**src/rtl/bm_output_led_sink.sv**
```systemverilog
// LED sink for one BondMachine output port. It acknowledges each published value, queues it
// in a small FIFO, and replays each value on the LEDs for HOLD_CYCLES cycles.
module bm_output_led_sink #(
    parameter int DATA_W      = 1,
    parameter int LED_W       = 8,
    parameter int FIFO_DEPTH  = 4,
    parameter int HOLD_CYCLES = 1000000
) (
    input  logic                        clk,
    input  logic                        reset_signal,
    input  logic [DATA_W-1:0]           in_data,
    input  logic                        in_valid,
    output logic                        in_received,
    output logic [LED_W-1:0]            led,
    output logic                        led_update,
    output logic [$clog2(FIFO_DEPTH):0] fifo_level,
    output logic                        busy
);
    localparam int PTR_W = $clog2(FIFO_DEPTH);
    localparam int LVL_W = PTR_W + 1;
    localparam int CNT_W = $clog2(HOLD_CYCLES + 1);
    localparam logic [LVL_W-1:0] LVL_FULL  = LVL_W'(FIFO_DEPTH);
    localparam logic [CNT_W-1:0] HOLD_LOAD = CNT_W'(HOLD_CYCLES - 1);

    typedef enum logic {IDLE = 1'b0, HOLD = 1'b1} state_t;

    state_t            state, state_next;
    logic [DATA_W-1:0] mem [FIFO_DEPTH];
    logic [PTR_W-1:0]  wr_ptr, rd_ptr;
    logic [CNT_W-1:0]  hold_count;
    logic [DATA_W-1:0] head;
    logic [LED_W-1:0]  head_led;
    logic              fifo_full, fifo_empty, push, pop, count_down;

    assign fifo_full  = (fifo_level == LVL_FULL);
    assign fifo_empty = (fifo_level == '0);
    // The acknowledge cycle is the producer's blank cycle, so it can never accept.
    assign push       = in_valid & ~fifo_full & ~in_received;
    assign head       = mem[rd_ptr];
    assign busy       = (state == HOLD);

    generate
        if (DATA_W >= LED_W) begin : g_trunc
            assign head_led = head[LED_W-1:0];
        end else begin : g_zext
            assign head_led = {{(LED_W-DATA_W){1'b0}}, head};
        end
    endgenerate

    always_ff @(posedge clk) begin
        if (push) begin
            mem[wr_ptr] <= in_data;
        end
    end

    always_ff @(posedge clk or posedge reset_signal) begin
        if (reset_signal) begin
            wr_ptr      <= '0;
            rd_ptr      <= '0;
            fifo_level  <= '0;
            in_received <= 1'b0;
        end else begin
            in_received <= push;
            if (push) begin
                wr_ptr <= wr_ptr + PTR_W'(1);
            end
            if (pop) begin
                rd_ptr <= rd_ptr + PTR_W'(1);
            end
            case ({push, pop})
                2'b10:   fifo_level <= fifo_level + LVL_W'(1);
                2'b01:   fifo_level <= fifo_level - LVL_W'(1);
                default: fifo_level <= fifo_level;
            endcase
        end
    end

    always_ff @(posedge clk or posedge reset_signal) begin
        if (reset_signal) begin
            state <= IDLE;
        end else begin
            state <= state_next;
        end
    end

    // A pop at the end of a hold reloads the counter directly, so queued values run back-to-back.
    always_comb begin
        state_next = state;
        pop        = 1'b0;
        count_down = 1'b0;
        case (state)
            IDLE: begin
                if (!fifo_empty) begin
                    pop        = 1'b1;
                    state_next = HOLD;
                end
            end
            HOLD: begin
                if (hold_count == '0) begin
                    if (!fifo_empty) begin
                        pop = 1'b1;
                    end else begin
                        state_next = IDLE;
                    end
                end else begin
                    count_down = 1'b1;
                end
            end
            default: state_next = IDLE;
        endcase
    end

    always_ff @(posedge clk or posedge reset_signal) begin
        if (reset_signal) begin
            led        <= '0;
            led_update <= 1'b0;
            hold_count <= '0;
        end else begin
            led_update <= pop;
            if (pop) begin
                led        <= head_led;
                hold_count <= HOLD_LOAD;
            end else if (count_down) begin
                hold_count <= hold_count - CNT_W'(1);
            end
        end
    end

endmodule

```
**config.mk**
```make
export PLATFORM = sky130hd
export DESIGN_NAME = bm_output_led_sink
export DESIGN_NICKNAME = d
export VERILOG_FILES = /design/src/rtl/bm_output_led_sink.sv
export SDC_FILE = /design/constraint.sdc
export NUM_CORES = 1
export LEC_CHECK = 0
export CAP_MARGIN = 20
export CORE_MARGIN = 3
export CORE_UTILIZATION = 50
export DETAILED_ROUTE_END_ITERATION = 8
export GPL_ROUTABILITY_DRIVEN = 0
export PLACE_DENSITY = 0.78
export SLEW_MARGIN = 0
export SYNTH_ARGS = -nofsm -noshare
export SYNTH_HDL_FRONTEND = slang
export SYNTH_SLANG_ARGS = --single-unit
```
**constraint.sdc**
```tcl
create_clock -name clk -period 3.6 [get_ports clk]
set_input_delay 0.9 -clock clk [delete_from_list [all_inputs] [get_ports clk]]
set_output_delay 0.9 -clock clk [all_outputs]
set_load 0.01 [all_outputs]
```
# After elaboration in Yosys (flattened, before gate mapping)
# Memories as Yosys holds them, arrays and structs flattened. A register that Yosys moved wholly into a read port is not among the register bits.
# Cells that the tools add are included.
# word_totals
ff_bits,30
ram_bits,4
out_inout_bits,14
wordCells,37
mem_count,1
# classes
n_addsub,5
n_eq_ne,3
muxes,12
bitwise,5
reduce_logical,4
# mem_list
memory,words,word_bits,read_ports,rd_clocked_by_memory_dff,write_ports,line_no,text
mem,4,1,1,1,1,28,logic [DATA_W-1:0] mem [FIFO_DEPTH];
# ops
operator,count
20-bit 2-to-1 mux,2
20-bit zero test,1
20-bit by 1-bit subtractor with 20-bit output (second input constant),1
1-bit 2-to-1 mux,7
3-bit case mux with 2 select lines,1
2-bit by 1-bit adder with 2-bit output (second input constant),2
1-bit case mux with 2 select lines,2
2-bit nonzero test,2
3-bit by 1-bit adder with 3-bit output (second input constant),1
3-bit equality test (second input constant),1
3-bit zero test,1
1-bit NOT,3
3-bit by 1-bit subtractor with 3-bit output (second input constant),1
1-bit AND,2
2-bit by 1-bit equality test with 1-bit output (second input constant),1
2-bit equality test (second input constant),1

# Longest topological paths before layout
# Gate-level depths: netlist of run 1.
# depth
ltp_word,6
ltp_mapped,11
ltp_nobuf,11

# Worst setup path before layout of run 1
# No wires, ideal clock.
# synth_path
path_type,register -> register
startpoint,reg hold_count[2]
endpoint,reg fifo_level[2]
setup_ns,0.079
t_arrival_ns,2.432
t_required_ns,3.521
path_slack_ns,1.089
path_stages_with_launch,11
period_less_slack_ns,2.511
cell_sequence,dfrtp_1 -> nor4_4 -> nand3_2 -> o21a_2 -> nor2_2 -> ha_1 -> inv_1 -> fa_1 -> xor2_1 -> nor2_1 -> xor2_1
# synth_between
elab_chain_cells,5
# synth_rtl
item,line_no,text
from (decl),30,logic [CNT_W-1:0] hold_count;
from (signal assigned),124,hold_count <= hold_count - CNT_W'(1);
20-bit zero test (*),99,if (hold_count == '0) begin
1-bit 2-to-1 mux (*),99,
1-bit case mux with 2 select lines (*),91,case (state)
net pop,33,"logic fifo_full, fifo_empty, push, pop, count_down;"
2-bit by 1-bit equality test with 1-bit output or 2-bit equality test (tied branches),70,"case ({push, pop})"
3-bit case mux with 2 select lines or 2-bit nonzero test (tied branches),n/a,
to (signal assigned),71,2'b10: fifo_level <= fifo_level + LVL_W'(1);
to (signal assigned),72,2'b01: fifo_level <= fifo_level - LVL_W'(1);
to (signal assigned),73,default: fifo_level <= fifo_level;
to (decl),16,"output logic [$clog2(FIFO_DEPTH):0] fifo_level,"
# Mark *: on every way through the listed nets, which the timed path passes. The rest lies on a longest branch.
# A chain may end at the register's enable or synchronous reset.

# Worst setup path in the final report of run 1
# Ends and elaborated chain as after synthesis.

==> results of run 1 <==
[cells in the final DEF (no fill, tap or decap), types with 7 or more instances in the layout]
master and n:
o21ai_0 15, clkdlybuf4s50_1 10, inv_1 10, nor3_1 11
nand2_1 10, nor2_1 12, ha_1 7, conb_1 7
dfrtp_1 31
[power breakdown]
group | total (W) | switching [W] | internal (W)
Clock | 0.000273 | 0.000137 | 0.000136
Combinational | 0.000452 | 0.000238 | 0.000214
Sequential | 0.000702 | 0.000173 | 0.000529
[how the worst min path moves through the flow]
stage                endpoint  slack, ns
floorplan           rd_ptr[1]       0.45
global route        rd_ptr[1]       0.50
CTS                 rd_ptr[1]       0.49
global placement    rd_ptr[1]       0.48
finish              rd_ptr[1]       0.49
detailed placement  rd_ptr[1]       0.47
[kinds of logic after synthesis]
logic type	count (synthesis)
AOI/OAI and AO/OA	49
xor gates and xnor gates	6
and+or+nand+nor	56
other	1
DFF	35
adders and majority gates	8
buffers and inverters	25
muxes	2
[metrics by stage]
step,util (%),hold slack (ns)
2_1_floorplan,-,0.453
3_3_place_gp,57.1,0.475
3_5_place_dp,57.1,0.473
4_1_cts,59.5,0.486
5_1_grt,59.5,0.505
6_report,59.5,0.487
[routing by layer]
metal | track usage [%] | part of all wire, % | vias up
met5 | 0 | 0 | -
met4 | 5.57 | 1.1 | 0
met1 | 22.0 | 45 | 657
met3 | 4.99 | 4.4 | 5
met2 | 29.0 | 50 | 27
li1 | - | - | 666
[layout make-up]
type                    instances  area [µm²]  area share, %
well taps                      46        57.6           2.79
inverters                      11        41.3           2.00
flip-flops and latches         35         896           43.4
clock inverters                 1        5.00          0.243
repair buffers                 12         115           5.58
clock buffers                   7        76.3           3.70
multi-input cells             128         872           42.3
[registers in the layout, summed over array words and instances, names as in the netlist]
name and flops:
led 1, led_update 1, in_received 1, rd_ptr 2, fifo_level 3, hold_count 20, mem 4, wr_ptr 2
busy 1
[worst max-delay path: cells and delay by family, from the launching register on]
family                     cells  cell delay, ns
adders and majority gates      2            0.61
AOI/OAI and AO/OA              1            0.35
buffers and inverters          1            0.07
and+or+nand+nor                4            1.03
DFF                            1            0.46
xor gates and xnor gates       2            0.33
==> impl_metrics.env, run 1 <==
export IMPL_syn2layout_area_growth_pct=9.86
export IMPL_vias=1355
export IMPL_crit_fanout=15
export IMPL_fin_area_um2=2060
export IMPL_r2r_end="fifo_level[2]"
export IMPL_endpoint="fifo_level[2]"
export IMPL_hold_violations=0
export IMPL_maxSlewViolCount=0
export IMPL_clk_path_buf_depth=2
export IMPL_cts_max_level=2
export IMPL_cp_start_kind="flip-flop"
export IMPL_synth_area_leaders="dfrtp_1, edfxtp_1, ha_1"
export IMPL_ys_ff_latch=35
export IMPL_r2r_setup_slack_ns=0.67
export IMPL_antenna_found_initial=0
export IMPL_critical_path_max_stage_delay_ns=0.52
export IMPL_synth_top_area_share_pct=41.3
export IMPL_hold_depth=1
export IMPL_drt_pre_antenna_iters=4
export IMPL_place_detailed_hpwl_um=2400
export IMPL_muxShareOfSynthArea_pct=1.80
export IMPL_initial_core_util_pct=54.1
export IMPL_die_y_um=67.3
export IMPL_fillers=282
export IMPL_finalWirelength_um=3390
export IMPL_ctsHoldBuffers=0
export IMPL_slowest_stage="nor4_4"
export IMPL_fin_crit_ns=2.93
export IMPL_pre_cts_slack_ns=0.611
export IMPL_wl_per_cell_um=14.1
export IMPL_grt_pass1_wl_um=5970
export IMPL_seq_area_frac_synth_pct=47.7
export IMPL_finalCritPeriodShare_pct=81.5
export IMPL_ir_worst_vdd_uv=402
export IMPL_fin_skew_ns=0.0101
export IMPL_fin_ws_ns=0.666
export IMPL_root_buffer="clkbuf_8"
export IMPL_yosys_area_top_type="dfrtp_1"
export IMPL_synthTopCellsByCount="dfrtp_1, o21ai_0, nor2_1"
export IMPL_clock_sinks=35
export IMPL_cts_tree="done"
export IMPL_antennaDiodeCount=0
export IMPL_yosys_cell_types_count=50
export IMPL_cts_setup_buffers=0
export IMPL_hold_class="reg -> reg"
export IMPL_die_w_um=67.3
export IMPL_die_area_um2=4530
export IMPL_status="complete, no violations"
export IMPL_max_cap_violations=0
export IMPL_synth_edff_count=4
export IMPL_ant_nets=0
export IMPL_grt_usage_pct=17.5
export IMPL_clk_pin_slew_ns=0.08
export IMPL_required_ns=3.80
export IMPL_cp_end_kind="flip-flop"
export IMPL_synth_compound_area_share_pct=17.5
export IMPL_dpl_cell_area_um2=1980
export IMPL_first_global_vias=1325
export IMPL_worstSetupPathType="reg -> reg"
export IMPL_setup_violations=0
export IMPL_io_pins=18
export IMPL_stdcell_count=240
export IMPL_synth_simple_gate_area_share_pct=17.2
export IMPL_num_rows=21
export IMPL_max_slew_margin_pct=63.1
export IMPL_layout_drive_gt1_share_pct=10.8
export IMPL_rr_startpoint="hold_count[2]"
export IMPL_io_buffer_count=10
export IMPL_core_area_um2=3470
export IMPL_async_reset_ff_share_pct=88.6
export IMPL_fmax_mhz=341
export IMPL_crit_arrival_ns=3.14
export IMPL_yosys_warnings=0
export IMPL_grt_max_degree=32
export IMPL_setup_tns_ns=0
export IMPL_synth_xor_area_share_pct=2.80
export IMPL_syn_cell_area_um2=1880
export IMPL_syn_area_per_cell_um2=10.3
export IMPL_drc=0
export IMPL_total_power_w=0.00143
export IMPL_rsz0062_at_grt="false"
export IMPL_synth_most_common_cell="dfrtp_1"
export IMPL_overflow=0
export IMPL_power_density_nw_per_um2=692
export IMPL_final_nets=205
export IMPL_cts_resized=0
export IMPL_ys_flop_type="dfrtp_1"
export IMPL_drt_iter0_drc=86
export IMPL_r2r_cells=10
export IMPL_synth_top_family_by_area="compound AO/OA/AOI/OAI gates"
export IMPL_p_leak_nw=0.830
export IMPL_crit_start="hold_count[2]"
export IMPL_clk_insertion_delay_late_ns=0.29
export IMPL_via_per_inst=5.65
export IMPL_hp_start="rd_ptr[1]"
export IMPL_synth_fa_ha_area_share_pct=5.73
export IMPL_crit_chain="nor4_4 -> nand3_2 -> o21a_2 -> nor2_2 -> ha_1 -> inv_1 -> fa_1 -> xor2_1 -> nor2_1 -> xor2_1"
export IMPL_netlist_instances=182
export IMPL_crit_top_cell="xor2_1"
export IMPL_dp_cells=232
export IMPL_cts_buffers=5
export IMPL_worst_slew_pin_slew_ns=0.553
Note: power is estimated with default switching activity, not from simulation.
==> run 2: changes to the inputs <==
Clock period 3.6 ns to 2.9 ns, I/O delays scaled along.
==> run 2 against run 1 <==
Routed wire length up 4.5%. Setup slack worse by 0.46 ns. Register-to-register slack worse by 0.46 ns. Non-clock buffer count up 5. Fmax up 8.7%. Sequential share of layout area down 0.78 points. Count of clock-buffer cells in the layout unchanged. Sequential power up 24%. Critical endpoint unchanged. Largest cell class unchanged.
==> impl_metrics.env, run 2 (same netlist as run 1, synthesis figures left out) <==
export IMPL_die_w_um=67.3
export IMPL_io_pins=18
export IMPL_antennaDiodeCount=0
export IMPL_mostFrequentLayoutCell="dfrtp_1"
export IMPL_cts_buffers=5
export IMPL_top_regs="hold_count x20, mem x4, fifo_level x3"
export IMPL_maxSlewViolCount=0
export IMPL_die_y_um=67.3
export IMPL_clk_pin_slew_ns=0.06
export IMPL_core_area_um2=3470
export IMPL_initial_core_util_pct=54.1
export IMPL_clk_insertion_delay_late_ns=0.29
export IMPL_required_ns=3.11
export IMPL_clock_sinks=35
export IMPL_setup_violations=0
export IMPL_crit_arrival_ns=2.91
export IMPL_grtUsageMet1_pct=22.1
export IMPL_power_density_nw_per_um2=846
export IMPL_grt_use_met2_pct=28.1
export IMPL_grt_pass1_wl_um=5910
export IMPL_largest_reg_flops=20
export IMPL_cts_tree="done"
export IMPL_ctsHoldBuffers=0
export IMPL_hold_violations=0
export IMPL_setup_tns_ns=0
export IMPL_overflow=0
export IMPL_antenna_found_initial=0
export IMPL_first_global_vias=1335
export IMPL_crit_fanout=5
export IMPL_drc=0
export IMPL_pre_cts_slack_ns=0.281
export IMPL_drt_iter0_drc=70
export IMPL_clk_path_buf_depth=2
export IMPL_rsz0062_at_grt="false"
export IMPL_stdcell_count=245
export IMPL_num_rows=21
export IMPL_cts_resized=0
export IMPL_grtUsageMet3_pct=3.83
export IMPL_layout_common_cells="dfrtp_1, o21ai_0, nor2_1"
export IMPL_total_power_w=0.00178
export IMPL_finalWirelength_um=3550
export IMPL_fin_skew_ns=0.00516
export IMPL_cp_end_kind="flip-flop"
export IMPL_hold_class="reg -> reg"
export IMPL_largest_register="hold_count"
export IMPL_fin_crit_ns=2.70
export IMPL_grt_max_degree=32
export IMPL_final_nets=210
export IMPL_ir_worst_vdd_uv=512
export IMPL_cts_setup_buffers=0
export IMPL_ant_nets=0
export IMPL_top_usage_layer="met2"
export IMPL_place_detailed_hpwl_um=2530
export IMPL_cp_start_kind="flip-flop"
export IMPL_fmax_mhz=371
export IMPL_finalCritPeriodShare_pct=93.0
export IMPL_drt_pre_antenna_iters=4
export IMPL_layout_drive_gt1_share_pct=13.1
export IMPL_dp_cells=237
export IMPL_grt_usage_pct=17.4
export IMPL_worstSetupPathType="reg -> reg"
export IMPL_syn2layout_area_growth_pct=11.9
export IMPL_p_leak_nw=0.856
export IMPL_vias=1426
export IMPL_io_buffer_count=10
export IMPL_fin_ws_ns=0.202
export IMPL_via_per_inst=5.82
export IMPL_status="complete, no violations"
export IMPL_cts_max_level=2
export IMPL_wl_per_cell_um=14.5
export IMPL_die_area_um2=4530
export IMPL_root_buffer="clkbuf_8"
export IMPL_max_cap_violations=0
-- run 2: cell types whose count changed in the layout (fill, tap and decap cells not counted) --
cell	previous run	this run
buf_4	2	7
-- run 2: area by class of cell --
class                           instances  area (µm²)
Sequential cell                        35         896
Fill cell                             280        1370
Clock inverter                          1        5.00
Timing Repair Buffer                   17         153
Multi-Input combinational cell        128         872
Tap cell                               46        57.6
Inverter                               11        41.3
Clock buffer                            7        76.3
-- run 2: layer usage --
layer | up-vias | wire length [µm]
met5 | - | 0
met4 | 0 | 80
met3 | 10 | 172
met2 | 50 | 1780
met1 | 690 | 1510
li1 | 676 | -
-- run 2: power breakdown --
group | switching, W | total [W] | internal [W] | leakage, nW
sequential | 0.000217 | 0.000873 | 0.000656 | 0.406
clock | 0.000161 | 0.000329 | 0.000168 | 0.0422
combinational | 0.000297 | 0.000574 | 0.000277 | 0.408
-- run 2: final timing paths --
path	startpoint	end	slack (ns)	cells after the start
worst max register to register	hold_count[14]	fifo_level[2]	0.20	10
worst min register to register	rd_ptr[1]	rd_ptr[1]	0.50	1
worst max-delay path	hold_count[14]	fifo_level[2]	0.20	10
min in group asynchronous	reset_signal	busy	0.82	3
max in group asynchronous	reset_signal	rd_ptr[1]	1.80	3
worst min-delay path	rd_ptr[1]	rd_ptr[1]	0.50	1
-- run 2: per-stage QoR --
step	instance area, µm²	util (%)	hold WS (ns)
2_1_floorplan	1900	-	0.453
4_1_cts	2100	60.6	0.503
3_5_place_dp	2020	58.2	0.490
6_report	2100	60.6	0.498
5_1_grt	2100	60.6	0.518
3_3_place_gp	2020	58.2	0.478
-- run 2: worst max-delay path: stages, from the launching register on --
cell     delay (ns)
dfrtp_1        0.41
nor4_1         0.47
nand3_1        0.22
o21a_2         0.26
nor2_2         0.14
ha_1           0.21
inv_1          0.07
fa_1           0.38
xor2_1         0.16
nor2_1         0.14
xor2_1         0.16
==> run 3: changes to the inputs <==
Settings changed: CORE_ASPECT_RATIO from default to 1.1, CORE_UTILIZATION 50 to 56, PLACE_DENSITY 0.78 to 0.85.
==> run 3 against run 2 <==
Total power down 3.4%. Sequential share of layout area up 0.83 points. Routed wire length up 2.5%. Non-clock buffer count unchanged. Utilization up 5.3 points. Critical path type unchanged.
==> impl_metrics.env, run 3 (same netlist as run 1, synthesis figures left out) <==
export IMPL_io_buffer_count=10
export IMPL_clk_insertion_delay_late_ns=0.34
export IMPL_num_rows=21
export IMPL_cts_buffers=5
export IMPL_clk_pin_slew_ns=0.10
export IMPL_first_global_vias=1459
export IMPL_cts_tree="done"
export IMPL_root_buffer="clkbuf_4"
export IMPL_layout_area_seq_um2=896
export IMPL_clk_path_buf_depth=2
export IMPL_drt_iter0_drc=48
export IMPL_final_nets=210
export IMPL_worstSetupPathType="reg -> reg"
export IMPL_wl_met3_um=198
export IMPL_place_detailed_hpwl_um=2680
export IMPL_grt_usage_pct=20.8
export IMPL_top_regs="hold_count x20, mem x4, fifo_level x3"
export IMPL_antenna_found_initial=0
export IMPL_total_power_w=0.00172
export IMPL_fin_ws_ns=0.222
export IMPL_overflow=0
export IMPL_mostFrequentLayoutCell="dfrtp_1"
export IMPL_highest_layer="met4"
export IMPL_status="complete, no violations"
export IMPL_finalWirelength_um=3640
export IMPL_antennaDiodeCount=0
export IMPL_layout_common_cells="dfrtp_1, o21ai_0, nor2_1"
export IMPL_syn2layout_area_growth_pct=9.73
export IMPL_rr_startpoint="hold_count[6]"
export IMPL_power_density_nw_per_um2=833
export IMPL_crit_arrival_ns=2.94
export IMPL_hp_start="rd_ptr[1]"
export IMPL_largest_register="hold_count"
export IMPL_fin_crit_ns=2.68
export IMPL_fillers=222
export IMPL_wl_per_cell_um=15.6
export IMPL_routed_wl_met2_um=1860
export IMPL_core_area_um2=3130
export IMPL_hold_end="rd_ptr[1]"
export IMPL_r2r_end="fifo_level[2]"
export IMPL_initial_core_util_pct=60.1
export IMPL_finalCritPeriodShare_pct=92.3
export IMPL_hold_class="reg -> reg"
export IMPL_grt_max_degree=32
export IMPL_pre_cts_slack_ns=0.286
export IMPL_hold_violations=0
export IMPL_grt_pass1_wl_um=6380
export IMPL_vias=1420
export IMPL_cp_end_kind="flip-flop"
export IMPL_setup_violations=0
export IMPL_ir_worst_vdd_uv=527
export IMPL_die_w_um=61.2
export IMPL_via_per_inst=6.09
export IMPL_clock_sinks=35
export IMPL_r2r_setup_slack_ns=0.22
export IMPL_wl_met1_um=1530
export IMPL_io_pins=18
export IMPL_cp_start_kind="flip-flop"
export IMPL_ant_nets=0
export IMPL_die_y_um=66.7
export IMPL_largest_reg_flops=20
export IMPL_cts_max_level=2
export IMPL_layout_drive_gt1_share_pct=13.6
export IMPL_ctsHoldBuffers=0
export IMPL_die_area_um2=4090
export IMPL_maxSlewViolCount=0
export IMPL_rsz0062_at_grt="false"
export IMPL_drt_pre_antenna_iters=4
export IMPL_required_ns=3.16
export IMPL_p_leak_nw=0.843
export IMPL_fin_skew_ns=0.00764
export IMPL_setup_tns_ns=0
export IMPL_max_cap_violations=0
export IMPL_crit_fanout=7
export IMPL_drc=0
export IMPL_multiInputGateArea_um2=878
export IMPL_r2r_cells=10
export IMPL_fmax_mhz=373
export IMPL_hold_depth=1
export IMPL_worst_hold_slack_ns=0.503
[run 3: cell count changes in the layout (fill, tap and decap cells not counted)]
cell      before  now
nor4_1         2    1
clkbuf_4       0    5
nor4_2         1    2
clkbuf_8       5    0
[run 3: final cells by class]
cell class                      instances  area share [%]
Sequential cell                        35            43.5
Tap cell                               34            2.06
Clock inverter                          1           0.243
Timing Repair Buffer                   17            7.41
Clock buffer                            7            2.19
Multi-Input combinational cell        128            42.6
Inverter                               11            2.00
[run 3: worst max-delay path by stage]
stage	slack [ns]	start	end	cells after the start
floorplan	0.39	hold_count[2]	fifo_level[2]	10
global placement	0.42	hold_count[14]	fifo_level[2]	10
detailed placement	0.29	hold_count[6]	fifo_level[2]	10
CTS	0.22	hold_count[6]	fifo_level[2]	10
global route	0.03	hold_count[6]	fifo_level[2]	10
finish	0.22	hold_count[6]	fifo_level[2]	10
[run 3: worst max-delay path, cell delays in order, from the launching register on]
cell and delay, ns:
dfrtp_1 0.48, nor4_2 0.49, nand3_2 0.17, o21a_2 0.26, nor2_2 0.13, ha_1 0.19
inv_1 0.06, fa_1 0.39, xor2_1 0.15, nor2_1 0.11, xor2_1 0.16
[run 3: power by group]
part           leakage [nW]  total (W)  switching [W]  internal, W
combinational         0.408   0.000591       0.000310     0.000280
clock                0.0293   0.000251       0.000157    0.0000945
sequential            0.406   0.000876       0.000221     0.000655
[run 3: repair_timing]
| item | CTS | global route |
|---|---|---|
| setup buffers | 0 | 0 |
| resized for setup | 0 | 1 |
| setup endpoints to repair | 0 | 1 |
[run 3: routing by layer]
layer	vias up	track usage [%]
li1	681	-
met1	684	25.3
met2	48	35.4
met3	7	4.46
met4	0	7.59
met5	-	0
[run 3: per-stage QoR]
stage | std cells | utilization (%) | instance area, µm²
floorplan | 188 | - | 1900
global placement | 225 | 64.1 | 2000
detailed placement | 225 | 64.1 | 2000
CTS | 233 | 65.7 | 2050
global route | 233 | 65.9 | 2060
finish | 233 | 65.9 | 2060
